[src/rtl/axi_seq_pkg.sv]
// Shared types and defaults for the sequential AXI traffic master.
// Holds the FSM state enum, default sizing and the data-pattern function.
package axi_seq_pkg;

  typedef enum logic [2:0] {
    S_IDLE,
    S_WREQ,
    S_WDATA,
    S_RREQ,
    S_RDATA,
    S_DONE
  } state_e;

  localparam int DEF_WR_LEN       = 18;
  localparam int DEF_DATA_INIT    = 0;
  localparam int DEF_DATA_STEP    = 2;
  localparam int DEF_NUM_RD       = 3;
  localparam int DEF_RD_SIZE_INIT = 3;
  localparam int DEF_RD_SIZE_STEP = 3;

  // Pattern word at a given word address; callers keep the low bits.
  function automatic logic [63:0] expected_data(
    input logic [63:0] addr,
    input logic [63:0] init,
    input logic [63:0] step
  );
    return init + addr * step;
  endfunction

endpackage

[src/rtl/axi_seq_master_checker.sv]
// Read-data checker: compares each accepted R word with the pattern.
// Ports: CLK/RESET, clear_i, fire_i, check_en_i, addr_i, r_data_i -> error_o, err_count_o.
module axi_rd_checker
  import axi_seq_pkg::*;
#(
  parameter int DATA_W    = 32,
  parameter int ADDR_W    = 32,
  parameter int DATA_INIT = DEF_DATA_INIT,
  parameter int DATA_STEP = DEF_DATA_STEP
) (
  input  logic              CLK,
  input  logic              RESET,
  input  logic              clear_i,
  input  logic              fire_i,
  input  logic              check_en_i,
  input  logic [ADDR_W-1:0] addr_i,
  input  logic [DATA_W-1:0] r_data_i,
  output logic              error_o,
  output logic [7:0]        err_count_o
);

  logic [63:0] exp_full;
  logic        mismatch;
  logic        error_q;
  logic [7:0]  err_q;

  always_comb begin
    exp_full = expected_data(64'(addr_i), 64'(DATA_INIT),
                             64'(DATA_STEP));
    mismatch = fire_i && check_en_i &&
               (r_data_i != exp_full[DATA_W-1:0]);
  end

  always_ff @(posedge CLK) begin
    if (RESET || clear_i) begin
      error_q <= 1'b0;
      err_q   <= 8'd0;
    end else if (mismatch) begin
      error_q <= 1'b1;
      if (err_q != 8'hFF) err_q <= err_q + 8'd1;
    end
  end

  assign error_o     = error_q;
  assign err_count_o = err_q;

endmodule

[src/rtl/axi_seq_master.sv]
// Sequential traffic master: one write burst of a ramp, chunked readback, check.
// Ports: CLK/RESET, start, busy/done/error/err_count, WReq/W/RReq/R channels.
module axi_seq_master
  import axi_seq_pkg::*;
#(
  parameter int DATA_W       = 32,
  parameter int ADDR_W       = 32,
  parameter int WR_LEN       = DEF_WR_LEN,
  parameter int DATA_INIT    = DEF_DATA_INIT,
  parameter int DATA_STEP    = DEF_DATA_STEP,
  parameter int NUM_RD       = DEF_NUM_RD,
  parameter int RD_SIZE_INIT = DEF_RD_SIZE_INIT,
  parameter int RD_SIZE_STEP = DEF_RD_SIZE_STEP
) (
  input  logic              CLK,
  input  logic              RESET,
  input  logic              start,
  output logic              busy,
  output logic              done,
  output logic              error,
  output logic [7:0]        err_count,
  output logic [ADDR_W-1:0] WReq_addr,
  output logic [ADDR_W-1:0] WReq_size,
  output logic              WReq_valid,
  input  logic              WReq_ready,
  output logic [DATA_W-1:0] W_data,
  output logic              W_valid,
  input  logic              W_ready,
  output logic [ADDR_W-1:0] RReq_addr,
  output logic [ADDR_W-1:0] RReq_size,
  output logic              RReq_valid,
  input  logic              RReq_ready,
  input  logic [DATA_W-1:0] R_data,
  input  logic              R_valid,
  output logic              R_ready
);

  if (WR_LEN < 1) begin : g_bad_wr_len
    $error("WR_LEN must be >= 1");
  end
  if (NUM_RD < 1) begin : g_bad_num_rd
    $error("NUM_RD must be >= 1");
  end

  localparam logic [ADDR_W-1:0] WR_LEN_A  = ADDR_W'(WR_LEN);
  localparam logic [ADDR_W-1:0] WR_LAST_A = ADDR_W'(WR_LEN - 1);
  localparam logic [ADDR_W-1:0] RD_LAST_A = ADDR_W'(NUM_RD - 1);
  localparam logic [ADDR_W-1:0] SIZE0_A   = ADDR_W'(RD_SIZE_INIT);
  localparam logic [ADDR_W-1:0] SSTEP_A   = ADDR_W'(RD_SIZE_STEP);
  localparam logic [ADDR_W-1:0] ONE_A     = ADDR_W'(1);
  localparam logic [DATA_W-1:0] DINIT_D   = DATA_W'(DATA_INIT);
  localparam logic [DATA_W-1:0] DSTEP_D   = DATA_W'(DATA_STEP);

  state_e            state_q, state_d;
  logic              wreq_valid_q, wreq_valid_d;
  logic [ADDR_W-1:0] wreq_size_q, wreq_size_d;
  logic              w_valid_q, w_valid_d;
  logic [DATA_W-1:0] w_data_q, w_data_d;
  logic [ADDR_W-1:0] word_q, word_d;
  logic              rreq_valid_q, rreq_valid_d;
  logic [ADDR_W-1:0] rreq_addr_q, rreq_addr_d;
  logic [ADDR_W-1:0] rreq_size_q, rreq_size_d;
  logic              r_ready_q, r_ready_d;
  logic [ADDR_W-1:0] chunk_q, chunk_d;
  logic [ADDR_W-1:0] rd_cnt_q, rd_cnt_d;
  logic [ADDR_W-1:0] rd_addr_q, rd_addr_d;
  logic              clear;
  logic              fire;

  assign fire = r_ready_q && R_valid;

  always_comb begin
    state_d      = state_q;
    wreq_valid_d = wreq_valid_q;
    wreq_size_d  = wreq_size_q;
    w_valid_d    = w_valid_q;
    w_data_d     = w_data_q;
    word_d       = word_q;
    rreq_valid_d = rreq_valid_q;
    rreq_addr_d  = rreq_addr_q;
    rreq_size_d  = rreq_size_q;
    r_ready_d    = r_ready_q;
    chunk_d      = chunk_q;
    rd_cnt_d     = rd_cnt_q;
    rd_addr_d    = rd_addr_q;
    clear        = 1'b0;
    case (state_q)
      S_IDLE, S_DONE: begin
        if (start) begin
          clear        = 1'b1;
          state_d      = S_WREQ;
          wreq_valid_d = 1'b1;
          wreq_size_d  = WR_LEN_A;
          word_d       = '0;
          chunk_d      = '0;
          rd_cnt_d     = '0;
          rd_addr_d    = '0;
        end
      end
      S_WREQ: begin
        if (WReq_ready) begin
          wreq_valid_d = 1'b0;
          w_valid_d    = 1'b1;
          w_data_d     = DINIT_D;
          word_d       = '0;
          state_d      = S_WDATA;
        end
      end
      S_WDATA: begin
        if (W_ready) begin
          if (word_q == WR_LAST_A) begin
            w_valid_d    = 1'b0;
            state_d      = S_RREQ;
            rreq_valid_d = 1'b1;
            rreq_addr_d  = '0;
            rreq_size_d  = SIZE0_A;
          end else begin
            word_d   = word_q + ONE_A;
            w_data_d = w_data_q + DSTEP_D;
          end
        end
      end
      S_RREQ: begin
        if (RReq_ready) begin
          rreq_valid_d = 1'b0;
          r_ready_d    = 1'b1;
          rd_cnt_d     = '0;
          state_d      = S_RDATA;
        end
      end
      S_RDATA: begin
        if (fire) begin
          rd_addr_d = rd_addr_q + ONE_A;
          rd_cnt_d  = rd_cnt_q + ONE_A;
          if (rd_cnt_q == rreq_size_q - ONE_A) begin
            r_ready_d = 1'b0;
            if (chunk_q == RD_LAST_A) begin
              state_d = S_DONE;
            end else begin
              // Next chunk starts right after the last word read.
              chunk_d      = chunk_q + ONE_A;
              state_d      = S_RREQ;
              rreq_valid_d = 1'b1;
              rreq_addr_d  = rd_addr_q + ONE_A;
              rreq_size_d  = rreq_size_q + SSTEP_A;
            end
          end
        end
      end
      default: state_d = S_IDLE;
    endcase
  end

  always_ff @(posedge CLK) begin
    if (RESET) begin
      state_q      <= S_IDLE;
      wreq_valid_q <= 1'b0;
      wreq_size_q  <= '0;
      w_valid_q    <= 1'b0;
      w_data_q     <= '0;
      word_q       <= '0;
      rreq_valid_q <= 1'b0;
      rreq_addr_q  <= '0;
      rreq_size_q  <= '0;
      r_ready_q    <= 1'b0;
      chunk_q      <= '0;
      rd_cnt_q     <= '0;
      rd_addr_q    <= '0;
    end else begin
      state_q      <= state_d;
      wreq_valid_q <= wreq_valid_d;
      wreq_size_q  <= wreq_size_d;
      w_valid_q    <= w_valid_d;
      w_data_q     <= w_data_d;
      word_q       <= word_d;
      rreq_valid_q <= rreq_valid_d;
      rreq_addr_q  <= rreq_addr_d;
      rreq_size_q  <= rreq_size_d;
      r_ready_q    <= r_ready_d;
      chunk_q      <= chunk_d;
      rd_cnt_q     <= rd_cnt_d;
      rd_addr_q    <= rd_addr_d;
    end
  end

  axi_rd_checker #(
    .DATA_W    (DATA_W),
    .ADDR_W    (ADDR_W),
    .DATA_INIT (DATA_INIT),
    .DATA_STEP (DATA_STEP)
  ) u_chk (
    .CLK         (CLK),
    .RESET       (RESET),
    .clear_i     (clear),
    .fire_i      (fire),
    .check_en_i  (rd_addr_q < WR_LEN_A),
    .addr_i      (rd_addr_q),
    .r_data_i    (R_data),
    .error_o     (error),
    .err_count_o (err_count)
  );

  assign busy       = (state_q != S_IDLE) && (state_q != S_DONE);
  assign done       = (state_q == S_DONE);
  assign WReq_addr  = '0;
  assign WReq_size  = wreq_size_q;
  assign WReq_valid = wreq_valid_q;
  assign W_data     = w_data_q;
  assign W_valid    = w_valid_q;
  assign RReq_addr  = rreq_addr_q;
  assign RReq_size  = rreq_size_q;
  assign RReq_valid = rreq_valid_q;
  assign R_ready    = r_ready_q;

endmodule

[config.mk]
export PLATFORM = sky130hd
export DESIGN_NAME = axi_seq_master
export DESIGN_NICKNAME = d
export VERILOG_FILES = /design/src/rtl/axi_seq_pkg.sv /design/src/rtl/axi_seq_master_checker.sv /design/src/rtl/axi_seq_master.sv
export SDC_FILE = /design/constraint.sdc
export NUM_CORES = 1
export LEC_CHECK = 0
export ABC_AREA = 0
export CAP_MARGIN = 20
export CORE_UTILIZATION = 45
export DETAILED_ROUTE_END_ITERATION = 8
export GPL_TIMING_DRIVEN = 0
export PLACE_DENSITY_LB_ADDON = 0.1
export SKIP_CTS_REPAIR_TIMING = 1
export SYNTH_ARGS = -nofsm -noshare
export SYNTH_HDL_FRONTEND = slang
export SYNTH_HIERARCHICAL = 1
export SYNTH_SLANG_ARGS = --single-unit
[constraint.sdc]
create_clock -name CLK -period 9.4 [get_ports CLK]
set_clock_uncertainty 0.2 [all_clocks]
set_input_delay 2.82 -clock CLK [delete_from_list [all_inputs] [get_ports CLK]]
set_output_delay 2.82 -clock CLK [all_outputs]
set_load 0.1 [all_outputs]
==> impl_metrics.ini, run 1 <==
[sta]
hold_viol_final = 0
finalWorstSetupSlack_ns = 3.15
clock.fmax_mhz = 160
tightest_slew_ns = 1.04
relSlewSlack_pct = 30.4
setup_violations = 0
layout_min_cycle_time_ns = 6.25
hold_slack_ns = 0.251
drv_slew = 0
rsz0062_at_grt = no
setup-tns-final_ns = 0
period_share_pct = 66.5

[die]
io_pins = 214
start_util_pct = 45.7
coreArea_mm2 = 0.0296
fp.dieW_um = 175
rows = 63
chipHeight_um = 175
die_area_mm2 = 0.0307

[global_routing]
track_usage_pct = 25.1
grt_pass1_vias = 11700
grt_pass1_wl_mm = 62.3
gr-total-overflow = 0
groute.layer.met2.usage_pct = 40.5
use_met3_pct = 3.53
antenna_found_initial = 1
busiest_layer = met2
use_met1_pct = 34.9
grt_max_degree = 16

[cells_and_area]
syn_to_final_growth_pct = 23.7
insertedDiodeCount = 0
post_route_cells_drive_above_1_share_pct = 7.70
final_nets = 2044

[clock_network]
cts-root-buf = clkbuf_16
cts.clk_slew.worst_paths_ns = 0.06
cts_buffer_depth = 3
htreeDepth = 1
cts_tree = built
clk_latency_ns = 0.57
clkSinkCount = 240
cts_inserted_buffers = 28

[route]
viasPerCell = 5.38
drc = 0
dr.pass1.iters = 5
drt_first_iter_violations = 895
vias = 12900
detail-route-antenna-nets = 0
drt-total-wl_mm = 39.7
wl_per_cell_um = 16.5

[hold_path]
min_delay_worst_endpoint = RReq_addr[22]
holdCritStartpoint = RReq_addr[22]
holdPathStages = 2
hold_path_class = reg -> reg

[placement]
hpwl_mm = 29.7
gp_congestion = 0.901
io_buffers = 150
preCtsSetupSlack_ns = 2.64

[synthesis]
syn_inst = 1753
synth_top_cell_area_share_pct = 35.6
synth_top_cell_by_area = dfxtp_1
synth_ff_type = dfxtp_1
synth_cell_types = 74
ys_warn_count = 6
synthTopCellsByCount = dfxtp_1 (240), nor2_1 (222), nand2_1 (201), xor2_1 (143), nand3_1 (108)
yosysSeqAreaShare_pct = 35.6
async_reset_ff_share_pct = 0
syn_area_per_cell_um2 = 7.71
synth-seq-cells = 240
synth_edf_count = 0
ys_top_cells_by_area = dfxtp_1 (36%), xor2_1 (9.3%), nor2_1 (6.2%), nand2_1 (5.6%), xnor2_1 (4.8%)
synth_most_common_cell = dfxtp_1
syn-cell-area_mm2 = 0.0135

[critical_path]
rrSetupSlack_ns = 4.14
crit_chain = clkdlybuf4s50_1 -> nand2_1 -> or2_2 -> clkbuf_1 -> o22ai_1 -> nand4_1 -> nor2_1 -> nor4b_1 -> nand3_1 -> xor2_1 -> nor2_1
crit_buf_inv = 2
critPathCaptureType = flip-flop
regToRegEndpoint = RReq_addr[31]
rr_worst_depth = 13
slowest_stage = o22ai_1
critPathMaxFanout = 8
cp-start-kind = primary input
crit_arrival_ns = 6.49
critPathMostFrequentCell = nor2_1
slowest_delay_ns = 0.80
worstSetupPathType = in -> reg
crit_required_ns = 9.63
rr_startpoint = RReq_size[0]
critPathTopFamily = simple AND/OR/NAND/NOR gates

[pwr]
power_w = 0.00260
p_leak_nw = 6.27
power_density_mw_per_mm2 = 155
peakVddDrop_v = 0.000143

[run]
max-cap-violations = 0

[outcome]
run_status = complete, no violations
registers in the layout (all words and copies together), names as in the netlist:
name	cells
R_ready	1
u_chk/error_o	1
rd_cnt_q	32
RReq_valid	1
chunk_q	32
WReq_size	1
rd_addr_q	32
WReq_valid	1
word_q	32
W_valid	1
RReq_addr	32
RReq_size	32
W_data	31
state_q	3
u_chk/err_count_o	8
cell usage in the layout (no fill, tap or decap), types with 7 or more instances in the layout:
cell,synthesis,final
a21oi_1,105,105
and2_1,9,9
and3_1,46,46
and4_1,12,12
buf_2,12,13
buf_4,67,67
clkbuf_1,78,82
clkbuf_16,0,28
clkdlybuf4s50_1,0,150
conb_1,1,63
dfxtp_1,240,240
ha_1,9,9
inv_1,27,27
nand2_1,201,201
nand3_1,108,108
nand4_1,52,52
nor2_1,222,222
nor2b_1,10,10
nor3_1,47,47
nor4_1,53,53
nor4b_1,7,7
o211ai_1,9,9
o21ai_0,52,52
o31ai_1,8,8
or2_2,11,11
or3_1,39,39
or4_1,20,20
xnor2_1,74,74
xor2_1,143,143
cells by family after synthesis:
group,share of synthesized area (%)
compound gates,9.62
xor+xnor,14.1
fa+ha+maj,0.834
buf+inv,7.31
flops,35.6
mux,0.611
other cells,0.0278
simple gates,32.0
final cells by class:
type	instances	area, um2
Sequential cell	240	4800
Inverter	28	105
Fill cell	2835	12800
Clock inverter	11	218
Multi-Input combinational cell	1385	7950
Buffer	162	882
Timing Repair Buffer	151	1510
Tap cell	390	488
Clock buffer	35	757
through the flow:
| stage | instances | utilization [%] | instance area (um2) |
|---|---|---|---|
| 6_report | 2402 | 56.5 | 16700 |
| 5_1_grt | 2402 | 56.5 | 16700 |
| 4_1_cts | 2402 | 56.5 | 16700 |
| 3_5_place_dp | 2356 | 53.2 | 15700 |
| 3_3_place_gp | 2355 | 53.2 | 15700 |
| 2_1_floorplan | 1815 | - | 13700 |
layer usage:
| layer | routed length (um) | part of all wire [%] | vias up |
|---|---|---|---|
| li1 | - | - | 6446 |
| met1 | 18300 | 46 | 6009 |
| met2 | 18000 | 45 | 424 |
| met3 | 2640 | 6.6 | 53 |
| met4 | 795 | 2.0 | 0 |
| met5 | 0 | 0 | - |
worst max path at each step:
| stage | end | slack (ns) | cells past startpoint | start |
|---|---|---|---|---|
| global route | W_data[31] | 2.88 | 11 | WReq_ready |
| floorplan | W_data[29] | 3.99 | 10 | WReq_ready |
| CTS | W_data[31] | 3.19 | 11 | WReq_ready |
| finish | W_data[31] | 3.15 | 11 | WReq_ready |
| detailed placement | W_data[31] | 2.64 | 11 | WReq_ready |
| global placement | RReq_addr[30] | 2.58 | 9 | W_ready |
where the power goes:
group / total (W) / leakage [nW] / switching (W) / internal, W
sequential: 0.00104 / 1.93 / 0.0000108 / 0.00103
clock: 0.00116 / 0.466 / 0.000452 / 0.000706
combinational: 0.000400 / 3.87 / 0.000308 / 0.0000914
total: 0.00260 / 6.27 / 0.000771 / 0.00183
tightest hold or removal path: cells and delay by family, from the launching register on:
| kind | cells | cell delay, ns |
|---|---|---|
| AOI/OAI and AO/OA | 1 | 0.05 |
| DFF | 1 | 0.31 |
| and+or+nand+nor | 1 | 0.05 |
Note: power is estimated with default switching activity, not from simulation.
==> inputs of run 2 (changes only) <==
==> constraint.sdc (replaced) <==
create_clock -name CLK -period 5.5 [get_ports CLK]
set_clock_uncertainty 0.2 [all_clocks]
set_input_delay 1.65 -clock CLK [delete_from_list [all_inputs] [get_ports CLK]]
set_output_delay 1.65 -clock CLK [all_outputs]
set_load 0.1 [all_outputs]
==> run 2 against run 1 <==
  * Clock-buffer cell count unchanged
  * Critical path type unchanged
  * Sequential share of layout area about the same
  * Total power increased by 71%
  * Global-route usage unchanged
  * Setup slack got worse by 2.7 ns
  * Register-to-register slack got worse by 3.6 ns
  * Largest power group unchanged
  * Utilization about the same
  * Routed wire length decreased by 0.21%
==> impl_metrics.ini, run 2 (same netlist as run 1, synthesis figures left out) <==
[critical_path]
critPathMaxFanout = 8
slowest_delay_ns = 0.78
crit_buf_inv = 2
critPathMostFrequentCell = nor2_1
critPathTopFamily = simple AND/OR/NAND/NOR gates
crit_required_ns = 5.73
crit_arrival_ns = 5.30
slowest_stage = o22ai_1
crit_chain = clkdlybuf4s50_1 -> nand2_1 -> or2_2 -> clkbuf_1 -> o22ai_1 -> nand4_1 -> nor2_1 -> nor4b_1 -> nand3_1 -> xor2_1 -> nor2_1
critPathCaptureType = flip-flop
cp-start-kind = primary input
worstSetupPathType = in -> reg

[cells_and_area]
final_core_util_pct = 56.6
syn_to_final_growth_pct = 23.7
final_area_mm2 = 0.0167
insertedDiodeCount = 0
final_nets = 2044
final_cell_mix = dfxtp_1 (240), nor2_1 (222), nand2_1 (201)
post_route_cells_drive_above_1_share_pct = 7.75
layout_commonest_cell = dfxtp_1

[placement]
hpwl_mm = 29.7
preCtsSetupSlack_ns = -0.0860
gp_congestion = 0.901
postPlaceCellArea_mm2 = 0.0157
io_buffers = 150

[route]
wl_per_cell_um = 16.5
viasPerCell = 5.39
vias = 13000
drc = 0
drt_first_iter_violations = 925
dr.pass1.iters = 5
drt-total-wl_mm = 39.6
detail-route-antenna-nets = 0

[clock_network]
clk_latency_ns = 0.57
cts_buffer_depth = 3
htreeDepth = 1
cts_tree = built
clkSinkCount = 240
cts-root-buf = clkbuf_16
cts_inserted_buffers = 28
cts.clk_slew.worst_paths_ns = 0.06

[global_routing]
antenna_found_initial = 1
grt_max_degree = 16
grt_pass1_vias = 11700
grt_pass1_wl_mm = 62.3
track_usage_pct = 25.1
gr-total-overflow = 0

[sta]
layout_min_cycle_time_ns = 5.07
drv_slew = 0
tightest_slew_ns = 1.04
relSlewSlack_pct = 30.4
setup_violations = 0
hold_viol_final = 0
setup-tns-final_ns = 0
clock.fmax_mhz = 197
rsz0062_at_grt = no
finalWorstSetupSlack_ns = 0.429
period_share_pct = 92.2

[run]
max-cap-violations = 0

[die]
fp.dieW_um = 175
start_util_pct = 45.7
rows = 63
io_pins = 214
chipHeight_um = 175
die_area_mm2 = 0.0307
coreArea_mm2 = 0.0296

[outcome]
run_status = complete, no violations

[hold_path]
hold_path_class = reg -> reg

[pwr]
peakVddDrop_v = 0.000245
power_w = 0.00444
p_leak_nw = 6.27
power_density_mw_per_mm2 = 266
run 2: path summary, 6_finish.rpt:
path	to	depth (start not counted)	startpoint	slack, ns
worst max-delay path	W_data[31]	11	WReq_ready	0.43
worst min-delay path	RReq_addr[22]	2	RReq_addr[22]	0.25
worst max register to register	RReq_addr[30]	12	RReq_size[20]	0.54
worst min register to register	RReq_addr[22]	2	RReq_addr[22]	0.25
run 2: worst reg2reg max path: stages (launching register included):
cell	delay [ns]
dfxtp_1	0.30
clkbuf_1	0.22
or4_1	0.66
or4_1	0.58
nor3_1	0.17
mux2_2	0.36
o31ai_1	0.38
and4_1	0.31
a41oi_4	0.25
nor2_1	0.54
clkbuf_1	0.64
nand2_1	0.17
a21oi_1	0.15
run 2: layout make-up:
| class | count | area, um2 |
|---|---|---|
| fill | 2833 | 12800 |
| multi-input combinational | 1385 | 7960 |
| sequential | 240 | 4800 |
| timing repair buffer | 151 | 1510 |
| buffer | 162 | 882 |
| clock buffer | 35 | 757 |
| tap | 390 | 488 |
| clock inverter | 11 | 218 |
| inverter | 28 | 105 |
run 2: where the power goes:
group / internal, W / switching [W]
clock network: 0.00121 / 0.000774
registers: 0.00176 / 0.0000186
logic: 0.000156 / 0.000527
run 2: through the flow:
step	hold WS (ns)	instances
final	0.250	2402
after global routing	0.277	2402
after CTS	0.253	2402
after detailed placement	0.244	2356
after floorplan	0.258	1815
after global placement	0.242	2355
run 2: per-layer routing:
metal | track usage [%] | up-vias | share of wire (%)
li1 | - | 6447 | -
met1 | 34.9 | 6014 | 45
met2 | 40.5 | 438 | 45
met3 | 3.53 | 55 | 7.2
met4 | 6.67 | 0 | 2.0
met5 | 0 | - | 0
==> inputs of run 3 (changes only) <==
--- a/config.mk
+++ b/config.mk
@@ -6,6 +6,7 @@
 export NUM_CORES = 1
 export LEC_CHECK = 0
 export ABC_AREA = 0
+export ABC_CLOCK_PERIOD_IN_PS = 5500
 export CAP_MARGIN = 20
 export CORE_UTILIZATION = 45
 export DETAILED_ROUTE_END_ITERATION = 8
==> results of run 3 <==
Same layout as run 2: the final DEF is identical, and so are final timing and power.
